--- src/rtl/hazard_pkg.sv ---
// Shared encodings for the hazard unit: instruction class of each tracked
// pipeline occupant and the ID-stage operand forwarding select codes.
// Imported by hazard_stage_reg and hazard_unit.
package hazard_pkg;

  // Instruction class carried down the tracked pipeline
  localparam logic [1:0] OPTYPE_NONE  = 2'b00;
  localparam logic [1:0] OPTYPE_ALU   = 2'b01;
  localparam logic [1:0] OPTYPE_LOAD  = 2'b10;
  localparam logic [1:0] OPTYPE_STORE = 2'b11;

  // ID-stage operand source select
  localparam logic [1:0] FWD_RF    = 2'b00;  // register file
  localparam logic [1:0] FWD_EX    = 2'b01;  // ALU result of instruction in EX
  localparam logic [1:0] FWD_MEM   = 2'b10;  // ALU result of instruction in MEM
  localparam logic [1:0] FWD_MEMLD = 2'b11;  // load data of instruction in MEM

endpackage

--- src/rtl/hazard_stage_reg.sv ---
// One tracking stage {optype, rd, rs2} mirroring a pipeline register.
// Async active-low clear; synchronous flush loads an empty (NONE, x0) slot.
// Used three times in hazard_unit for EX, MEM and WB.
module hazard_stage_reg
  import hazard_pkg::*;
#(
  parameter int REG_AW = 5
) (
  input  logic              clk,
  input  logic              rst_n,
  input  logic              flush,
  input  logic [1:0]        optype_nxt,
  input  logic [REG_AW-1:0] rd_nxt,
  input  logic [REG_AW-1:0] rs2_nxt,
  output logic [1:0]        optype,
  output logic [REG_AW-1:0] rd,
  output logic [REG_AW-1:0] rs2
);

  // Capture the upstream occupant each cycle, or a bubble when flushed
  always_ff @(posedge clk or negedge rst_n) begin
    if (!rst_n) begin
      optype <= OPTYPE_NONE;
      rd     <= '0;
      rs2    <= '0;
    end else if (flush) begin
      optype <= OPTYPE_NONE;
      rd     <= '0;
      rs2    <= '0;
    end else begin
      optype <= optype_nxt;
      rd     <= rd_nxt;
      rs2    <= rs2_nxt;
    end
  end

endmodule

--- src/rtl/hazard_unit.sv ---
// Hazard detection and forwarding control for the 5-stage RV32I core.
// All outputs are combinational from the tracked EX/MEM/WB occupants and ID inputs.
// Optional macro HAZARD_PERF_CNT_EN adds stall_cnt / flush_cnt perf counters.
module hazard_unit
  import hazard_pkg::*;
#(
  parameter int REG_AW = 5,
  parameter int CNT_W  = 32
) (
  input  logic              clk,
  input  logic              rst_n,
  input  logic [REG_AW-1:0] rs1_ID,
  input  logic [REG_AW-1:0] rs2_ID,
  input  logic [REG_AW-1:0] rd_ID,
  input  logic              rs1use_ID,
  input  logic              rs2use_ID,
  input  logic [1:0]        optype_ID,
  input  logic              Branch_ID,
  output logic              PC_EN_IF,
  output logic              reg_FD_EN,
  output logic              reg_FD_flush,
  output logic              reg_DE_flush,
  output logic [1:0]        fwd_A,
  output logic [1:0]        fwd_B,
`ifdef HAZARD_PERF_CNT_EN
  output logic              fwd_ls,
  output logic [CNT_W-1:0]  stall_cnt,
  output logic [CNT_W-1:0]  flush_cnt
`else
  output logic              fwd_ls
`endif
);

  logic [1:0]        ex_optype, mem_optype, wb_optype;
  logic [REG_AW-1:0] ex_rd, mem_rd, wb_rd;
  logic [REG_AW-1:0] ex_rs2, mem_rs2, wb_rs2;
  logic              stall;

  // Tracking pipeline: a stall turns the instruction entering EX into a bubble
  hazard_stage_reg #(.REG_AW(REG_AW)) u_ex (
    .clk        (clk),
    .rst_n      (rst_n),
    .flush      (stall),
    .optype_nxt (optype_ID),
    .rd_nxt     (rd_ID),
    .rs2_nxt    (rs2_ID),
    .optype     (ex_optype),
    .rd         (ex_rd),
    .rs2        (ex_rs2)
  );

  hazard_stage_reg #(.REG_AW(REG_AW)) u_mem (
    .clk        (clk),
    .rst_n      (rst_n),
    .flush      (1'b0),
    .optype_nxt (ex_optype),
    .rd_nxt     (ex_rd),
    .rs2_nxt    (ex_rs2),
    .optype     (mem_optype),
    .rd         (mem_rd),
    .rs2        (mem_rs2)
  );

  hazard_stage_reg #(.REG_AW(REG_AW)) u_wb (
    .clk        (clk),
    .rst_n      (rst_n),
    .flush      (1'b0),
    .optype_nxt (mem_optype),
    .rd_nxt     (mem_rd),
    .rs2_nxt    (mem_rs2),
    .optype     (wb_optype),
    .rd         (wb_rd),
    .rs2        (wb_rs2)
  );

  // WB is tracked but never forwarded: the RF writes in the first half-cycle
  // and reads in the second, so an ID read already sees the WB result.
  logic unused_wb;
  assign unused_wb = ^{wb_optype, wb_rd, wb_rs2};

  // Operand select for one ID source; youngest producer wins, x0 never matches
  function automatic logic [1:0] fwd_sel(
    input logic              src_use,
    input logic [REG_AW-1:0] src,
    input logic [1:0]        ex_op,
    input logic [REG_AW-1:0] ex_dst,
    input logic [1:0]        mem_op,
    input logic [REG_AW-1:0] mem_dst
  );
    logic [1:0] sel;
    sel = FWD_RF;
    if (src_use && (src != '0)) begin
      if ((ex_op == OPTYPE_ALU) && (ex_dst == src))
        sel = FWD_EX;
      else if ((mem_op == OPTYPE_ALU) && (mem_dst == src))
        sel = FWD_MEM;
      else if ((mem_op == OPTYPE_LOAD) && (mem_dst == src))
        sel = FWD_MEMLD;
    end
    return sel;
  endfunction

  // Load-use detection and the pipeline control it drives. A store whose data
  // register is the load target does not stall: fwd_ls covers it next cycle.
  always_comb begin
    stall = (ex_optype == OPTYPE_LOAD) && (ex_rd != '0) &&
            ((rs1use_ID && (rs1_ID == ex_rd)) ||
             (rs2use_ID && (rs2_ID == ex_rd) && (optype_ID != OPTYPE_STORE)));
    PC_EN_IF     = ~stall;
    reg_FD_EN    = ~stall;
    reg_DE_flush = stall;
    // A branch resolved under a stall compared stale operands; ignore it
    reg_FD_flush = Branch_ID & ~stall;
  end

  // Forwarding selects for the ID operands and for EX store data
  always_comb begin
    fwd_A  = fwd_sel(rs1use_ID, rs1_ID, ex_optype, ex_rd, mem_optype, mem_rd);
    fwd_B  = fwd_sel(rs2use_ID, rs2_ID, ex_optype, ex_rd, mem_optype, mem_rd);
    fwd_ls = (ex_optype == OPTYPE_STORE) && (mem_optype == OPTYPE_LOAD) &&
             (mem_rd != '0) && (mem_rd == ex_rs2);
  end

`ifdef HAZARD_PERF_CNT_EN
  // Free-running wrap-around counts of stall cycles and IF/ID flush cycles
  always_ff @(posedge clk or negedge rst_n) begin
    if (!rst_n) begin
      stall_cnt <= '0;
      flush_cnt <= '0;
    end else begin
      if (stall)        stall_cnt <= stall_cnt + 1'b1;
      if (reg_FD_flush) flush_cnt <= flush_cnt + 1'b1;
    end
  end
`else
  // Counter width only matters when the counters are built
  logic unused_cnt_w;
  assign unused_cnt_w = (CNT_W > 0);
`endif

endmodule

--- config.mk ---
export PLATFORM = sky130hd
export DESIGN_NAME = hazard_unit
export DESIGN_NICKNAME = d
export VERILOG_FILES = /design/src/rtl/hazard_pkg.sv /design/src/rtl/hazard_stage_reg.sv /design/src/rtl/hazard_unit.sv
export SDC_FILE = /design/constraint.sdc
export NUM_CORES = 1
export LEC_CHECK = 0
export ABC_AREA = 1
export ABC_CLOCK_PERIOD_IN_PS = 2900
export CORE_MARGIN = 5
export CORE_UTILIZATION = 31
export DETAILED_ROUTE_END_ITERATION = 8
export PLACE_DENSITY_LB_ADDON = 0.12
export SYNTH_ARGS = -nofsm -noshare
export SYNTH_HDL_FRONTEND = slang
export SYNTH_SLANG_ARGS = --single-unit
--- constraint.sdc ---
create_clock -name clk -period 2.9 [get_ports clk]
set_input_delay 0.29 -clock clk [delete_from_list [all_inputs] [get_ports clk]]
set_output_delay 0.29 -clock clk [all_outputs]
set_load 0.01 [all_outputs]
==> results of run 1 <==
[cell families (layout without fill, tap and decap cells)]
kind of cell	Yosys count	after routing	share of synthesized area [%]
AND/OR/NAND/NOR	82	82	30.7
buffers and inverters	40	72	14.1
AO/OA/AOI/OAI	20	20	9.44
flip-flops	19	19	41.2
XOR/XNOR	6	6	4.56
[flip-flops by register name, summed over array words and instances, names as in the netlist]
| register | flops |
|---|---|
| u_ex.optype | 2 |
| u_ex.rd | 5 |
| u_ex.rs2 | 5 |
| u_mem.optype | 2 |
| u_mem.rd | 5 |
[through the flow]
stage | util, % | area [um^2]
6_report | 42.6 | 1550
2_1_floorplan | - | 1150
5_1_grt | 42.6 | 1550
3_3_place_gp | 41.2 | 1500
3_5_place_dp | 41.2 | 1500
4_1_cts | 42.6 | 1550
[power groups by stage]
stage,sequential (uW),clock (uW),combinational [uW]
final,295,185,117
after global routing,297,202,133
after CTS,295,190,119
after detailed placement,300,0,118
after global placement,300,0,116
after floorplan,295,0,63.1
[worst max-delay path by stage]
stage	start	endpoint	slack, ps	cells past startpoint
after detailed placement	rs2_ID[1]	reg_DE_flush	420	10
final	rs2_ID[1]	reg_DE_flush	440	10
after floorplan	u_ex.rd[0]$_DFF_PN0_	reg_FD_EN	1460	7
after global routing	rs1_ID[3]	reg_DE_flush	290	10
after CTS	rs2_ID[1]	reg_DE_flush	410	10
after global placement	rs2_ID[1]	reg_DE_flush	470	10
[area by class of cell]
| class | instances | area share, % |
|---|---|---|
| multi-input combinational | 108 | 33.3 |
| sequential | 19 | 30.7 |
| timing repair buffer | 31 | 19.9 |
| inverter | 37 | 8.98 |
| tap | 48 | 3.88 |
| clock buffer | 3 | 2.67 |
| clock inverter | 1 | 0.485 |
[synthesized netlist by cell type]
| library cell | number |
|---|---|
| a21oi_1 | 14 |
| xnor2_1 | 2 |
| nand2_1 | 43 |
| xor2_1 | 4 |
| o21ai_0 | 2 |
| nand2_2 | 1 |
| inv_2 | 1 |
| buf_2 | 1 |
| dfrtp_1 | 19 |
| nor2_2 | 1 |
| a21boi_0 | 1 |
| inv_1 | 36 |
| buf_4 | 1 |
| nand4_1 | 9 |
| a22o_1 | 1 |
| nor4_1 | 1 |
| buf_6 | 1 |
| o22ai_1 | 2 |
| nor3_1 | 3 |
| nor2_1 | 15 |
| nand3_1 | 8 |
| or2_2 | 1 |
[routing by layer]
| metal | share of wire [%] | track usage (%) | routed length [um] |
|---|---|---|---|
| met5 | 0 | 0 | 0 |
| met4 | 2.5 | 6.26 | 71 |
| met3 | 5.0 | 2.56 | 143 |
| met2 | 47 | 20.1 | 1360 |
| met1 | 46 | 16.0 | 1320 |
==> impl_metrics.py, run 1 <==
metrics = {
    "cts": {
        "numCtsBuffers": 3,
        "clock_path_buffers": 2,
        "cts_sinks": 19,
        "clock_latency_ps": 260,
        "hold_buffers": 0,
        "post_cts_buffers": 0,
        "clk_pin_slew_ps": 70,
        "cts_root_buf": "clkbuf_8",
        "cts_tree": "yes",
        "htreeDepth": 1,
        "cts_resized": 0,
    },
    "logic_synthesis": {
        "yosysTopAreaCell": "dfrtp_1",
        "netlist_instances": 167,
        "yosys-top-cells-area": "dfrtp_1 41%, nand2_1 14%, inv_1 12%",
        "yosys_warnings": 0,
        "yosysSeqAreaShare_pct": 41.2,
        "synth_area_per_cell_um2": 6.91,
        "syn-num-nets": 189,
        "ys_types": 22,
        "syn_area_mm2": 0.00115,
        "ys_ff_latch": 19,
        "synth_top_area_share_pct": 41.2,
    },
    "timing": {
        "finalSetupTns_ps": 0,
        "finalHoldViolCount": 0,
        "fin_ws_ps": 441,
        "rsz0062_at_grt": "false",
        "fmax_mhz": 407,
        "relSlewSlack_pct": 46.1,
        "hold-worst-slack_ps": 407,
        "period_share_pct": 84.8,
        "finClkSkew_ps": 3.76,
        "setup_violations": 0,
        "worst_pin_slew_ps": 806,
        "fin_crit_ps": 2460,
        "slew_viol_final": 0,
    },
    "power_and_ir_drop": {
        "peakVddDrop_mv": 0.179,
        "p_clk_share_pct": 31.1,
        "intPower_uw": 432,
        "pwr-share-comb_pct": 19.5,
        "p_switching_uw": 165,
        "p_sw_share_pct": 27.6,
        "seqPwrFrac_pct": 49.4,
        "power_uw": 597,
        "leakage_uw": 0.000801,
        "power.density_mw_per_mm2": 386,
    },
    "worst_setup_path": {
        "setup.worst_path.end_class": "output pin",
        "r2r_setup_slack_ps": 1430,
        "critical-path-slowest-cell": "clkdlybuf4s50_1",
        "crit_path_frequent_cell": "nand2_1",
        "crit_family": "buffers and inverters",
        "path_buf_inv": 4,
        "critical_path_class": "in2out",
        "cp.arrival_ps": 2170,
        "r2r_cells": 8,
        "worstReg2RegStart": "u_ex.rd[1]$_DFF_PN0_",
        "reg2reg_to": "u_ex.rs2[4]$_DFF_PN0_",
        "worstPathRequired_ps": 2610,
        "crit_path_max_fanout": 5,
        "crit_chain": "clkdlybuf4s50_1, inv_1, nand2_1, nand2_1, nor2_1, nand4_1, nand2_2, nand2_1, inv_1, clkdlybuf4s50_1",
        "cp-start-kind": "input pin",
        "slowest_delay_ps": 530,
    },
    "hold_path": {
        "hold_depth": 0,
        "hp-class": "reg2reg",
        "worstHoldEndpoint": "u_mem.optype[0]$_DFF_PN0_",
        "hold_start": "u_ex.optype[0]$_DFF_PN0_",
    },
    "outcome": {
        "outcome": "completed",
    },
    "die": {
        "die_x_um": 71,
        "start_util_pct": 31.7,
        "core_mm2": 0.00363,
        "dieArea_mm2": 0.00504,
        "die_h_um": 71,
        "rows": 22,
        "ios": 31,
    },
    "global_routing": {
        "grt_max_degree": 20,
        "gr-total-overflow": 0,
        "antenna_found_initial": 0,
        "grt_pass1_wl_mm": 5.02,
        "grt_usage_pct": 12.5,
        "grt_pass1_vias": 1107,
    },
    "place": {
        "dp_slack_ps": 419,
        "place_hpwl_mm": 2.44,
        "gp_congestion": 0.840,
        "place_inst": 243,
        "numPortBuffers": 30,
    },
    "cells_and_area": {
        "multi_input_area_um2": 515,
        "nets": 222,
        "areaGrowthSynthToFinish_pct": 34.1,
        "antenna_cells": 0,
        "drive_above_1_share_pct": 4.52,
        "final_cells": 247,
        "num-fill-cells": 410,
        "layout_commonest_cell": "nand2_1",
        "final_cell_mix": "43 x nand2_1, 36 x inv_1, 30 x clkdlybuf4s50_1, 19 x dfrtp_1, 15 x nor2_1",
        "seq_area_um2": 475,
    },
    "drt": {
        "route.vias.total": 1145,
        "drt_iter0_drc": 87,
        "dr.pass1.iters": 4,
        "drc": 0,
        "routed_via_density": 4.64,
        "drt-total-wl_mm": 2.89,
        "ant_nets": 0,
        "wire_per_inst_um": 11.7,
    },
    "run": {
        "drv_cap": 0,
    },
}
(Power assumes the default switching activity.)
==> run 2, diff against run 1 <==
ABC_CLOCK_PERIOD_IN_PS = 2200   (was 2900)
clock period = 2.2 ns   (was 2.9 ns; I/O delays follow)
==> run 2 against run 1 <==
  * Utilization grew 2.2 points
  * Hold slack lost 110 ps
  * Routed wire length grew 2.5%
  * Critical path depth shrank 5
  * Register-to-register slack lost 620 ps
  * Power grew 32%
  * Largest cell class unchanged
  * Largest power group unchanged
==> impl_metrics.py, run 2 (synthesis gave the netlist of run 1 again) <==
metrics = {
    "timing": {
        "setup_violations": 0,
        "period_share_pct": 95.8,
        "rsz0062_at_grt": "false",
        "relSlewSlack_pct": 81.8,
        "finalHoldViolCount": 0,
        "worst_pin_slew_ps": 270,
        "fmax_mhz": 474,
        "slew_viol_final": 0,
        "finClkSkew_ps": 1.29,
        "fin_ws_ps": 92.3,
        "fin_crit_ps": 2110,
        "hold-worst-slack_ps": 301,
    },
    "cells_and_area": {
        "antenna_cells": 0,
        "postLayoutCellArea_mm2": 0.00163,
        "final_cell_mix": "43 x nand2_1, 36 x inv_1, 22 x clkdlybuf4s50_1, 19 x dfrtp_1, 14 x a21oi_1",
        "drive_above_1_share_pct": 11.2,
        "layout_commonest_cell": "nand2_1",
        "fin_util_pct": 44.8,
        "top_regs": "u_ex.rd x5, u_ex.rs2 x5, u_mem.rd x5",
        "nets": 229,
        "areaGrowthSynthToFinish_pct": 41.0,
    },
    "worst_setup_path": {
        "critical_path_class": "reg2out",
        "crit_chain": "or2_2, nor3_2, nand3_1, nor2_1, clkdlybuf4s50_1",
        "crit_family": "simple AND/OR/NAND/NOR gates",
        "path_buf_inv": 1,
        "critical-path-slowest-cell": "clkdlybuf4s50_1",
        "crit_path_max_fanout": 3,
        "setup.worst_path.end_class": "output pin",
        "r2r_cells": 8,
        "worstPathRequired_ps": 1980,
        "cp.arrival_ps": 1890,
        "slowest_delay_ps": 540,
        "reg2reg_to": "u_ex.rs2[1]$_DFF_PN0_",
        "cp-start-kind": "flop",
        "worstReg2RegStart": "u_ex.rd[1]$_DFF_PN0_",
        "r2r_setup_slack_ps": 810,
    },
    "global_routing": {
        "grt_usage_pct": 12.4,
        "gr-total-overflow": 0,
        "grt_max_degree": 20,
        "antenna_found_initial": 0,
        "grt_pass1_vias": 1154,
        "grt_pass1_wl_mm": 5.05,
    },
    "drt": {
        "dr.pass1.iters": 4,
        "drt_iter0_drc": 33,
        "ant_nets": 0,
        "routed_via_density": 4.57,
        "wire_per_inst_um": 11.7,
        "drt-total-wl_mm": 2.96,
        "route.vias.total": 1160,
        "drc": 0,
    },
    "place": {
        "dpl_cell_area_mm2": 0.00155,
        "dp_slack_ps": -60.6,
        "gp_congestion": 0.798,
        "numPortBuffers": 30,
        "place_hpwl_mm": 2.47,
    },
    "hold_path": {
        "hp-class": "in2async",
    },
    "die": {
        "core_mm2": 0.00363,
        "start_util_pct": 31.7,
        "die_x_um": 71,
        "ios": 31,
        "die_h_um": 71,
        "dieArea_mm2": 0.00504,
        "rows": 22,
    },
    "cts": {
        "cts_root_buf": "clkbuf_8",
        "htreeDepth": 1,
        "hold_buffers": 0,
        "cts_sinks": 19,
        "clock_path_buffers": 2,
        "post_cts_buffers": 0,
        "numCtsBuffers": 3,
        "clock_latency_ps": 250,
        "cts_tree": "yes",
        "clk_pin_slew_ps": 70,
    },
    "power_and_ir_drop": {
        "power_uw": 789,
        "power.density_mw_per_mm2": 485,
        "peakVddDrop_mv": 0.341,
        "leakage_uw": 0.000893,
    },
    "outcome": {
        "outcome": "completed",
    },
    "run": {
        "drv_cap": 0,
    },
}
run 2: cell types whose count changed in the layout (fill, tap and decap cells not counted), sizes merged:
cell           delta
dlygate4sd2       +4
buf               +7
dlymetal6s2s      +4
clkinvlp          -1
clkinv            +1
clkdlybuf4s50     -8
run 2: power breakdown:
| group | internal (uW) | switching (uW) |
|---|---|---|
| sequential | 369 | 19.6 |
| clock | 126 | 107 |
| combinational | 81.1 | 87.2 |
run 2: how the worst max path moves through the flow:
stage                                    startpoint   endpoint  slack (ps)  depth (start not counted)
after global placement                    rs2_ID[3]   fwd_B[1]         -50                          8
final                     u_mem.optype[0]$_DFF_PN0_     fwd_ls          90                          5
after global routing      u_mem.optype[0]$_DFF_PN0_     fwd_ls          20                          5
after floorplan                u_ex.rd[0]$_DFF_PN0_  reg_FD_EN         830                          7
after detailed placement                  rs2_ID[4]   fwd_B[1]         -60                          8
after CTS                 u_mem.optype[0]$_DFF_PN0_     fwd_ls          20                          5
run 2: layout make-up:
cell class                 count  area [um^2]
clock buffer                   3         41.3
timing repair buffer          38          365
inverter                      37          139
clock inverter                 1         5.00
tap                           48         60.1
fill                         381         2010
sequential                    19          475
multi-input combinational    108          541
run 2: timing repair:
item	4_1_cts	5_1_grt
gates resized for setup	8	7
gates cloned	0	0
pin swaps	1	3
endpoints found under the hold margin	0	0
endpoints found under the setup margin	5	5
run 2: worst register-to-register path: stages (launching register included):
cell and delay (ps):
dfrtp_1 410, inv_1 110, nand2_1 70, nand2_1 60
nor2_2 140, nand4_1 120, nand2_2 110, buf_4 180
a21oi_1 80
run 2: metrics by stage:
stage          setup TNS, ps  instances
2_1_floorplan              0        167
3_3_place_gp           -73.3        250
3_5_place_dp            -153        250
4_1_cts                    0        254
5_1_grt                    0        254
6_report                   0        254
run 2: layer usage:
metal / global-route usage, % / part of all wire, % / up-vias
li1: - / - / 596
met4: 4.38 / 1.5 / 0
met1: 15.4 / 44 / 524
met2: 20.5 / 47 / 36
met5: 0 / 0 / -
met3: 3.55 / 7.1 / 4
